$ cat config.mk
export PLATFORM = sky130hd
export DESIGN_NAME = control_emulator
export DESIGN_NICKNAME = d
export VERILOG_FILES = /design/src/rtl/control_emulator.sv
export SDC_FILE = /design/constraint.sdc
export NUM_CORES = 1
export LEC_CHECK = 0
export ABC_AREA = 1
export CORE_MARGIN = 1
export CORE_UTILIZATION = 55
export CTS_BUF_LIST = sky130_fd_sc_hd__clkbuf_8
export CTS_CLUSTER_DIAMETER = 150
export DETAILED_ROUTE_END_ITERATION = 8
export DONT_BUFFER_PORTS = 1
export PLACE_DENSITY = 0.67
export RECOVER_POWER = 25
export SLEW_MARGIN = 5
export SYNTH_ARGS = -nofsm -noshare
export SYNTH_HDL_FRONTEND = slang
export SYNTH_SLANG_ARGS = --single-unit
$ cat constraint.sdc
create_clock -name int_clk_in -period 1.9 [get_ports int_clk_in]
set_input_delay 0.38 -clock int_clk_in [delete_from_list [all_inputs] [get_ports int_clk_in]]
set_output_delay 0.38 -clock int_clk_in [all_outputs]
set_load 0.03 [all_outputs]
$ cat src/rtl/control_emulator.sv
// control_emulator: ngCCM control-block emulator for front-end bench testing.
// Conditions the asynchronous front-panel controls into the int_clk_in domain and
// drives them onward as levels (mode_select=0) or one-shot pulses (mode_select=1).
// Ports:
//   int_clk_in        system clock, all registers on its rising edge
//   reset_switch      asynchronous active-low reset
//   pgood             power-good input         -> penable
//   clk_select        clock source select      -> clk_out_p2 mux
//   mode_select       0 level / 1 pulse mode, also steers the clock mux
//   qie_reset_source  0 external qie_reset_in / 1 internal orbit generator
//   wte_in            warning-test-enable      -> wte_out
//   qie_reset_in      external QIE reset       -> qie_reset_out
//   aux_in            auxiliary line, idle 1   -> aux_out
//   ext_clk_in        external clock (mux data only)
//   clk_in_j1         J1 clock (mux data only)
//   reset_out         active-high reset stretched RESET_STRETCH clocks past release
// Optional build macro CTRL_EMU_PGOOD_GATE_EN gates wte_out and qie_reset_out with penable.
module control_emulator #(
    parameter int PULSE_LEN     = 4,
    parameter int ORBIT_LEN     = 16,
    parameter int RESET_STRETCH = 8
) (
    input  logic int_clk_in,
    input  logic reset_switch,
    input  logic pgood,
    input  logic clk_select,
    input  logic mode_select,
    input  logic qie_reset_source,
    input  logic wte_in,
    input  logic qie_reset_in,
    input  logic aux_in,
    input  logic ext_clk_in,
    input  logic clk_in_j1,
    output logic clk_out_p2,
    output logic qie_reset_out,
    output logic penable,
    output logic reset_out,
    output logic wte_out,
    output logic aux_out
);
    localparam logic [7:0]  PL = 8'(PULSE_LEN);
    localparam logic [7:0]  RS = 8'(RESET_STRETCH);
    localparam logic [15:0] OT = 16'(ORBIT_LEN - 1);

    // Synchronizer vectors: bit 0 = s1, bit 1 = s2, bit 2 = s3 (previous s2).
    logic [2:0]  w_s_q, w_s_d, q_s_q, q_s_d;
    logic [1:0]  a_s_q, a_s_d, p_s_q, p_s_d;
    logic [7:0]  w_cnt_q, w_cnt_d, q_cnt_q, q_cnt_d, str_q, str_d;
    logic [15:0] orb_q, orb_d;
    logic        rst_out_q, rst_out_d, wte_q, wte_d, qie_q, qie_d, aux_q, aux_d;

    always_comb begin
        w_s_d     = {w_s_q[1:0], wte_in};
        q_s_d     = {q_s_q[1:0], qie_reset_in};
        a_s_d     = {a_s_q[0], aux_in};
        p_s_d     = {p_s_q[0], pgood};
        // Leaving pulse mode kills any pulse; a rising edge (re)loads the counter.
        w_cnt_d   = !mode_select ? 8'd0 : (w_s_q[1] & ~w_s_q[2]) ? PL :
                    (w_cnt_q != 8'd0) ? w_cnt_q - 8'd1 : 8'd0;
        q_cnt_d   = !mode_select ? 8'd0 : (q_s_q[1] & ~q_s_q[2]) ? PL :
                    (q_cnt_q != 8'd0) ? q_cnt_q - 8'd1 : 8'd0;
        wte_d     = mode_select ? (w_cnt_d != 8'd0) : w_s_q[1];
        qie_d     = qie_reset_source ? (orb_q == OT) :
                    mode_select ? (q_cnt_d != 8'd0) : q_s_q[1];
        orb_d     = (orb_q == OT) ? 16'd0 : orb_q + 16'd1;
        str_d     = (str_q != 8'd0) ? str_q - 8'd1 : 8'd0;
        rst_out_d = str_d != 8'd0;
        aux_d     = a_s_q[1];
    end

    always_ff @(posedge int_clk_in or negedge reset_switch) begin
        if (!reset_switch) begin
            w_s_q     <= '0;
            q_s_q     <= '0;
            a_s_q     <= 2'b11;
            p_s_q     <= '0;
            w_cnt_q   <= '0;
            q_cnt_q   <= '0;
            orb_q     <= '0;
            str_q     <= RS;
            rst_out_q <= 1'b1;
            wte_q     <= 1'b0;
            qie_q     <= 1'b0;
            aux_q     <= 1'b1;
        end else begin
            w_s_q     <= w_s_d;
            q_s_q     <= q_s_d;
            a_s_q     <= a_s_d;
            p_s_q     <= p_s_d;
            w_cnt_q   <= w_cnt_d;
            q_cnt_q   <= q_cnt_d;
            orb_q     <= orb_d;
            str_q     <= str_d;
            rst_out_q <= rst_out_d;
            wte_q     <= wte_d;
            qie_q     <= qie_d;
            aux_q     <= aux_d;
        end
    end

    assign reset_out  = rst_out_q;
    assign penable    = p_s_q[1] & ~rst_out_q;
    assign aux_out    = aux_q;
    assign clk_out_p2 = mode_select ? clk_in_j1 : clk_select ? ext_clk_in : int_clk_in;
`ifdef CTRL_EMU_PGOOD_GATE_EN
    assign wte_out       = wte_q & penable;
    assign qie_reset_out = qie_q & penable;
`else
    assign wte_out       = wte_q;
    assign qie_reset_out = qie_q;
`endif
endmodule

==> impl_metrics.py <==
metrics = {
    "outcome": {
        "status": "complete, but fails checks",
        "violations": "DRC",
    },
    "setup_path": {
        "cp-start-kind": "clock port",
        "cp_num_buf_inv": 2,
        "worst_setup_path_end_kind": "primary output",
        "crit_required_ps": 1520,
        "worst-path-max-fanout": 2,
        "cp_cell_sequence": "clkbuf_8 > clkbuf_8 > nand2_1 > a21oi_1",
        "cpMostUsedCell": "clkbuf_8",
        "worstPathArrival_ps": 1430,
        "critPathTopFamily": "buffers and inverters",
        "max_stage_delay_ps": 200,
        "critPathKind": "clk2out",
        "crit_path_top_delay_cell": "a21oi_1",
    },
    "global_route": {
        "grt_first_pass_wirelength_um": 7460,
        "grt_max_degree": 55,
        "grt_pass1_vias": 1758,
        "grt_overflow": 0,
        "track_usage_pct": 19.6,
        "antenna_found_initial": 0,
    },
    "timing": {
        "skew_ps": 11.9,
        "hold_slack_ps": 86.7,
        "hold_viol": 0,
        "final.setup.tns_ps": 0,
        "rsz0062_at_grt": "no",
        "max_slew_margin_pct": 16.8,
        "tightest_slew_ps": 1250,
        "drv_slew": 0,
        "setup_viol": 0,
    },
    "finish": {
        "fin_util_pct": 65.0,
        "fin_nets": 338,
        "area_growth_syn_to_layout_pct": 10.3,
        "final_common_cell": "inv_1",
        "drive_above_1_share_pct": 13.0,
        "num_antenna_cells": 0,
        "layout_common_cells": "61 x inv_1, 49 x nand2_1, 49 x dfrtp_1, 38 x nor2_1, 27 x nand3_1",
    },
    "yosys": {
        "synthCells": 305,
        "synth_nets": 322,
        "yosysUniqueCellTypes": 24,
        "synth-seq-cells": 54,
        "seq_area_frac_synth_pct": 51.5,
        "syn_avg_cell_area_um2": 8.64,
        "syn_area_mm2": 0.00264,
        "ys_warn_count": 0,
    },
    "route": {
        "drtIter0Drc": 67,
        "ant_nets": 0,
        "drcViolationCount": 1,
        "drt_wl_total_um": 4230,
        "wl_per_cell_um": 11.3,
        "viasPerCell": 4.98,
        "vias": 1864,
        "first_pass_iters": 6,
    },
    "power": {
        "power.internal_mw": 2.19,
        "power_frac_comb_pct": 30.5,
        "ir_drop_mv": 0.601,
        "switching_share_pct": 35.0,
        "p_sw_mw": 1.18,
        "clock_power_share_pct": 27.5,
        "seq_power_share_pct": 42.0,
        "power.leakage_nw": 1.64,
        "fin_total_pwr_mw": 3.37,
        "powerDensity_mw_per_mm2": 1160,
    },
    "placed_design": {
        "gp_congestion": 0.815,
        "io_buffers": 0,
        "hpwl_um": 2970,
    },
    "floorplan": {
        "die_x_um": 71.2,
        "rows": 24,
        "ios": 17,
        "die_h_um": 71.2,
        "initial_utilization_pct": 58.9,
        "dieArea_mm2": 0.00507,
        "core_mm2": 0.00447,
    },
    "cts": {
        "post_cts_buffers": 0,
        "clkTransAtPathRegs_ps": 100,
        "cts_tree": "yes",
        "worstSkewPairLatency_ps": 420,
    },
    "worst_hold_path": {
        "hold_path.class": "in2reg",
    },
    "job": {
        "drv_cap": 0,
    },
}
through the flow:
step                      cells  instance area (um^2)  setup WS (ps)
after floorplan             305                  2640            333
after global placement      357                  2700            300
after detailed placement    357                  2700            259
after CTS                   374                  2930           84.4
after global routing        374                  2910           46.3
final                       374                  2910           91.7
power groups by stage:
stage / registers (mW) / clock network (mW) / logic (mW)
after detailed placement: 1.44 / 0.0177 / 0.989
final: 1.42 / 0.928 / 1.03
after global routing: 1.43 / 1.01 / 1.19
after CTS: 1.42 / 0.969 / 1.03
after floorplan: 1.41 / 0.0177 / 0.845
after global placement: 1.44 / 0.0177 / 0.976
cell usage after synthesis (all sizes together):
library cell / count / share of area, %
nand3: 31 / 6.6
dfstp: 5 / 5.0
o211ai: 1 / 0.29
nor2: 51 / 9.8
nor3: 7 / 1.5
o21ai: 3 / 0.57
nor3b: 1 / 0.29
xor2: 16 / 5.3
o21bai: 1 / 0.29
dfrtp: 49 / 47
inv: 64 / 9.1
a21oi: 8 / 1.5
ha: 6 / 2.8
or2: 2 / 0.47
nand4: 7 / 1.7
nand2: 51 / 7.5
xnor2: 2 / 0.66
registers in the layout, indices dropped and copies added (netlist names):
signal	cells
orb_q	16
q_cnt_q	8
str_q	8
w_cnt_q	8
q_s_q	3
w_s_q	3
a_s_q	2
p_s_q	2
aux_out	1
qie_reset_out	1
reset_out	1
wte_out	1
cell type report:
class | count | area, um^2
clock buffer | 8 | 110
clock inverter | 3 | 41.3
fill | 376 | 1570
inverter | 64 | 240
multi-input combinational | 187 | 1040
sequential | 54 | 1360
tap | 52 | 65.1
timing repair buffer | 6 | 55.1
timing repair:
| action | in CTS | in global routing |
|---|---|---|
| gates resized for setup | 0 | 0 |
| hold buffers | 6 | 0 |
| endpoints found under the hold margin | 58 | 0 |
cells by family after synthesis:
group	share of synthesized area, %
XOR/XNOR	5.98
adder cells (fa/ha/maj)	2.85
AO/OA/AOI/OAI	2.66
buffers and inverters	9.12
flip-flops	51.5
AND/OR/NAND/NOR	27.9
layer usage:
layer / GRT usage, % / vias to the layer above / part of all wire, %
met4: 8.44 / 0 / 1.6
met1: 25.5 / 850 / 49
met5: 0 / - / 0
met3: 7.17 / 9 / 4.7
met2: 29.7 / 38 / 44
li1: - / 967 / -
worst paths after layout:
kind,from,to,slack [ps],depth (start not counted)
max in group asynchronous,reset_switch,orb_q[12]$_DFF_PN0_,360,2
max,int_clk_in,clk_out_p2,90,4
min in group asynchronous,reset_switch,q_cnt_q[3]$_DFF_PN0_,780,2
min reg2reg,p_s_q[0]$_DFF_PN0_,p_s_q[1]$_DFF_PN0_,360,0
max reg2reg,str_q[0]$_DFF_PN0_,reset_out$_DFF_PN1_,250,9
min,qie_reset_source,qie_reset_out$_DFF_PN0_,90,2
No activity file was read; power rests on OpenSTA's default activity.
